<file path="src/rtl/pipe_stage_skid.sv">
// Single-stage valid/ready pipeline register with optional 2-entry skid buffer
// and a saturating back-pressure (stall) counter.
module pipe_stage_skid #(
    parameter int unsigned          DATA_W    = 16,
    parameter bit                   SKID      = 1'b1,
    parameter logic [DATA_W-1:0]    RESET_VAL = '0,
    parameter int unsigned          CNT_W     = 16
) (
    input  logic              clk,
    input  logic              rst,
    input  logic              flush,
    input  logic              in_valid,
    output logic              in_ready,
    input  logic [DATA_W-1:0] in_data,
    output logic              out_valid,
    input  logic              out_ready,
    output logic [DATA_W-1:0] out_data,
    output logic [1:0]        occupancy,
    input  logic              clr_cnt,
    output logic [CNT_W-1:0]  stall_cycles
);

    typedef enum logic [1:0] {
        StEmpty = 2'd0,
        StHalf  = 2'd1,
        StFull  = 2'd2
    } state_e;

    state_e              state_q, state_d;
    logic [DATA_W-1:0]   main_q, skid_q;
    logic                in_ready_q;
    logic [CNT_W-1:0]    stall_q, stall_d;

    logic accept, take;
    logic load_main_in, load_main_skid, load_skid;

    assign out_valid = (state_q != StEmpty);
    assign out_data  = main_q;
    assign occupancy = 2'(state_q);

    // Without the skid register the stage can only accept when its slot frees up this cycle.
    assign in_ready = SKID ? in_ready_q : (!out_valid || out_ready);

    assign accept = in_valid && in_ready;
    assign take   = out_valid && out_ready;

    always_comb begin
        state_d        = state_q;
        load_main_in   = 1'b0;
        load_main_skid = 1'b0;
        load_skid      = 1'b0;
        case (state_q)
            StEmpty: begin
                if (accept) begin
                    state_d      = StHalf;
                    load_main_in = 1'b1;
                end
            end
            StHalf: begin
                if (accept && take) begin
                    load_main_in = 1'b1;
                end else if (accept) begin
                    state_d   = StFull;
                    load_skid = 1'b1;
                end else if (take) begin
                    state_d = StEmpty;
                end
            end
            StFull: begin
                if (take) begin
                    state_d        = StHalf;
                    load_main_skid = 1'b1;
                end
            end
            default: state_d = StEmpty;
        endcase
        // Flush drops every entry but leaves the payload registers untouched.
        if (flush) begin
            state_d        = StEmpty;
            load_main_in   = 1'b0;
            load_main_skid = 1'b0;
            load_skid      = 1'b0;
        end
    end

    always_comb begin
        stall_d = stall_q;
        if (clr_cnt) begin
            stall_d = '0;
        end else if (out_valid && !out_ready && (stall_q != {CNT_W{1'b1}})) begin
            stall_d = stall_q + CNT_W'(1);
        end
    end

    always_ff @(posedge clk or negedge rst) begin
        if (!rst) begin
            state_q    <= StEmpty;
            main_q     <= RESET_VAL;
            skid_q     <= RESET_VAL;
            in_ready_q <= 1'b0;
            stall_q    <= '0;
        end else begin
            state_q <= state_d;
            if (load_main_in) begin
                main_q <= in_data;
            end else if (load_main_skid) begin
                main_q <= skid_q;
            end
            if (load_skid) begin
                skid_q <= in_data;
            end
            in_ready_q <= (state_d != StFull);
            stall_q    <= stall_d;
        end
    end

    assign stall_cycles = stall_q;

endmodule

</file>
<file path="config.mk">
export PLATFORM = sky130hd
export DESIGN_NAME = pipe_stage_skid
export DESIGN_NICKNAME = d
export VERILOG_FILES = /design/src/rtl/pipe_stage_skid.sv
export SDC_FILE = /design/constraint.sdc
export NUM_CORES = 1
export LEC_CHECK = 0
export BUFFER_PORTS_ARGS = -buffer_cell sky130_fd_sc_hd__buf_2
export CAP_MARGIN = 20
export CORE_ASPECT_RATIO = 0.6
export CORE_MARGIN = 4
export CORE_UTILIZATION = 45
export DETAILED_ROUTE_END_ITERATION = 16
export GPL_TIMING_DRIVEN = 0
export PLACE_DENSITY_LB_ADDON = 0.08
export SYNTH_ARGS = -nofsm -noshare
export SYNTH_HDL_FRONTEND = slang
export SYNTH_SLANG_ARGS = --single-unit
</file>
<file path="constraint.sdc">
create_clock -name clk -period 1.9 [get_ports clk]
set_input_delay 0.38 -clock clk [delete_from_list [all_inputs] [get_ports clk]]
set_output_delay 0.38 -clock clk [all_outputs]
set_load 0.02 [all_outputs]
</file>
; After elaboration in Yosys (flattened, before gate mapping)
; Index checks and enable logic that the tools add are counted.
; Widths: inputs -> output; s select.
[word_totals]
regBits = 51
output_inout_bits = 36
word_cells = 41
[op_classes]
n_addsub = 1
eq_ne = 4
muxes = 21
n_reduce_logical = 10
[op_table]
columns = op, n
row1 = $mux 16, 4
row2 = $add 16x1->16 const B, 1
row3 = $ne 16x16->1 const B, 1
row4 = $mux 2, 6
row5 = $mux 1, 9
row6 = $pmux 2 s3, 1
row7 = $reduce_bool 2->1, 3
row8 = $logic_and 1x1->1, 5
row9 = $eq 2x1->1 const B, 1
row10 = $eq 2x2->1 const B, 1
row11 = $logic_not 2->1, 1
row12 = $ne 2x2->1 const B, 1
row13 = $pmux 1 s2, 1
row14 = $logic_not 1->1, 1

; Logic depth before layout (Yosys ltp)
[depth]
ltp_word = 8
ltp_mapped = 6
depth_no_buf = 5

; Worst setup path before layout
; OpenSTA, ideal clock, no wires.
[synth_timing]
path_kind = flip-flop to flip-flop
startpoint = reg stall_q[0] (netlist: stall_cycles[0])
endpoint = reg stall_q[9] (netlist: stall_cycles[9])
setup_ns = 0.125
arrival_time_ns = 1.904
required_time_ns = 1.775
path_slack_ns = -0.128
stages_incl_launch_ff = 7
n_path_buf = 1
period_less_slack_ns = 2.028
cell_sequence = dfrtp_1 > ha_1 > nand4_1 > and4b_1 > buf_4 > nor4_1 > mux2_2
[synth_between]
elab_chain_len = 3
[synth_rtl]
columns = element, line_no
row1 = from (decl), 32  ; logic [CNT_W-1:0] stall_q, stall_d;
row2 = from (signal assigned), 113  ; stall_q <= stall_d;
row3 = $add 16x1->16 / $ne 16x16->1 (equally long branches), "91, 90"
row4 = $mux 16 / $logic_and 1x1->1 (equally long branches), 90  ; end else if (out_valid && !out_ready && (stall_q != {CNT_W{1'b1}})) begin
row5 = $mux 16 / $reduce_bool 2->1 (equally long branches), --
; Several ways; a longest one is shown, not always the timed one. The select of a mux whose other input is x is not followed.
; A chain may end at the register's enable or synchronous reset.

; Worst setup path after layout
[layout_timing]
startpoint = reg stall_q[1] (netlist: stall_cycles[1])
endpoint = reg stall_q[3] (netlist: stall_cycles[3])
; Same word-level chain as after synthesis.

==> impl_results.md <==
* Minimum clock period at 1890 ps
* Req. time, crit path at 2130 ps
* Cells after DPL at 325
* Number of core rows at 20
* Multi-input logic area at 1120 µm²
* Final hold slack at 319 ps
* R2r startpoint: stall_cycles[1]
* Wire per inst at 16.6 µm
* Die height at 64.4 µm
* WS Path Type: flop to flop
* Clk_skew at 8.74 ps
* Critical Path Fanout Max at 4
* Vias/cell at 5.55
* DIE WIDTH at 102 µm
* Final setup violation count at 0
* Mapped Area at 2390 µm²
* Slowest stage delay, CP at 480 ps
* Hold path depth at 2
* Final #Nets at 296
* CTS tree: built
* Cts bufs inserted at 5
* First-pass GRT wire length at 9250 µm
* RR Endpoint: stall_cycles[3]
* Diodes inserted at 0
* Top-area cell type share of the netlist area at 53.5%
* Syn Inst Count at 201
* Drt total wl at 5620 µm
* CP bufs+invs at 1
* Family with the most delay on the worst path: simple AND/OR/NAND/NOR gates
* CP arrival at 2120 ps
* Hold path start: in_data[14]
* Register area at 1280 µm²
* Initial antenna violation count at 0
* Total die area at 6570 µm²
* Synth Net Count at 224
* Routability cong. at 0.778
* Top cell type by total area after synthesis: dfrtp_1
* Number of synthesized register bits at 51
* Worst reg-to-reg setup slack at 9 ps
* Hold Path Class: input pin to flop
* Core area at 5100 µm²
* Final setup TNS at 0 ps
* All-Layer GR Usage at 18.1%
* Peak supply drop at 0.396 mV
* Clk sinks at 51
* Area delta synth->final at 25.4%
* Number of synthesized flops with an enable pin at 0
* Cell variety after synth at 43
* Grt ovf at 0
* Async set-reset flop share out of synthesis at 100%
* Crit-path cells: ha_4, nand4_1, and4b_2, buf_4, or4_4, a21oi_2
* Fin. max-slew vios at 0
* Via count at 1882
* Crit path launch type: flop
* Clock Latency Late Sink at 300 ps
* Most frequent cell after synthesis: dfrtp_1
* Top post-synthesis cells by count: dfrtp_1 (51), mux2_2 (20), a21o_1 (16), a22o_1 (16)
* CP endpoint kind: flop
* Drt first pass iters at 4
* CTS Buffer Depth at 2
* CP max stage cell: or4_4
* # IOs at 58
* Avg Inst Size Synth at 11.9 µm²
* Final core utilization at 58.7%
* Layout cells sized above 1 at 42.1%
* Sequential area share after synthesis at 53.5%
* Vias in the first global route at 1856
* Fin cells at 339
* Number of routed nets with antenna violations at 0
* R2R depth at 6
* Unrepaired setup endpoints after global routing: true
* H-tree Lvls at 2
* Synth warn at 0
* DRC at 0
* Filler Cells Inserted at 448
* Pin count of the biggest net entering global routing at 40
* Synth area leaders: dfrtp_1 (53%), mux2_2 (9.4%), a22o_1 (5.9%)
* Leak at 1.50 nW
* Pwr/cell area at 821 nW/µm²
* Dpl hpwl at 3980 µm
* IO Port Bufs at 57
* Status: finished clean
* Iteration-0 DRC Markers at 89
* Slew @ Worst Pin at 533 ps
* Clock Tree Root: clkbuf_8
* Worst hold endpoint: skid_q[14]
* Crit share post-route at 99.5%
* Final Hold Viols at 0
* Top FF cell, synth: dfrtp_1
* Max Clk Rate at 529 MHz
* Relative slew margins at 64.2%
* Initial core utilization at 46.8%
* Clock transition at path regs at 90 ps
* Max Cap Violations at 0
-- final cells by class --
class                   instances  area share, %
plain buffers                   9           2.01
clock buffers                   6           2.76
clock inverters                 1          0.167
inverters                       2          0.251
multi-input cells             139           37.3
flip-flops and latches         51           42.7
well taps                      66           2.76
repair buffers                 65           12.0
-- stage by stage --
step / total power, mW / cell area, µm² / setup WS (ps)
after floorplan: 1.65 / 2410 / 0.225
after global placement: 1.81 / 2780 / -169
after detailed placement: 1.84 / 2800 / -185
after CTS: 2.48 / 2970 / 9.93
after global routing: 2.60 / 2990 / -67.1
final: 2.46 / 2990 / 9.00
-- layout by cell type (no fill, tap or decap), types with 2 or more instances in the layout --
master,count
buf_2,58
dfrtp_1,49
mux2_2,19
a22o_1,16
a21o_1,16
nor2_1,8
a21oi_1,7
buf_4,7
clkbuf_8,6
nor2b_1,5
nand4_1,5
nand2_1,4
nor3_1,4
nand3_1,4
and4_1,4
o31ai_1,4
or4_1,3
clkbuf_2,3
inv_1,2
or3_1,2
and3_1,2
dlygate4sd1_1,2
a31oi_1,2
a21oi_2,2
o21a_1,2
and2_1,2
a211oi_1,2
dfrtp_2,2
-- layer usage --
layer / vias to the layer above / track usage [%] / wire (µm)
met3: 8 / 5.27 / 359
met4: 0 / 4.58 / 59
met2: 44 / 24.4 / 2170
li1: 907 / - / -
met1: 923 / 28.4 / 3030
met5: - / 0 / 0
-- worst reg2reg max path: stages, from the launching register on --
cell and delay (ps):
dfrtp_2 440, ha_4 170, nand4_1 170, and4b_2 290
buf_4 160, or4_4 480, a21oi_2 120
-- how the worst max path moves through the flow --
stage | slack, ps | end | from | depth (start not counted)
2_1_floorplan | 0.2 | stall_cycles[9] | stall_cycles[0] | 6
3_3_place_gp | -170 | stall_cycles[9] | stall_cycles[0] | 6
3_5_place_dp | -180 | out_data[9] | occupancy[1] | 5
4_1_cts | 10 | stall_cycles[3] | stall_cycles[1] | 6
5_1_grt | -70 | stall_cycles[3] | stall_cycles[1] | 6
6_report | 9 | stall_cycles[3] | stall_cycles[1] | 6
-- power breakdown --
part	switching [mW]	leakage (nW)	internal (mW)	total, mW
combinational	0.249	0.799	0.226	0.475
clock	0.350	0.0470	0.287	0.637
sequential	0.0898	0.650	1.26	1.35
total	0.689	1.50	1.77	2.46
-- logic make-up (layout without fill, tap and decap cells) --
| kind of cell | after synthesis | after routing | synth area share, % |
|---|---|---|---|
| AND/OR/NAND/NOR | 60 | 60 | 15.6 |
| AO/OA/AOI/OAI | 57 | 57 | 18.1 |
| flip-flops | 51 | 51 | 53.5 |
| multiplexers | 21 | 21 | 9.85 |
| buffers and inverters | 11 | 83 | 2.41 |
| adder cells (fa/ha/maj) | 1 | 1 | 0.524 |
-- flip-flops by register name, indices dropped and copies added (netlist names) --
| name | count |
|---|---|
| out_data | 16 |
| skid_q | 16 |
| stall_cycles | 16 |
| occupancy | 2 |
| in_ready | 1 |
-- repair_timing --
action,4_1_cts,5_1_grt
pin swaps,2,3
endpoints found under the hold margin,12,0
endpoints found under the setup margin,19,26
hold buffers,1,0
resized for setup,9,7
buffers inserted,6,0
(Power assumes the default switching activity.)
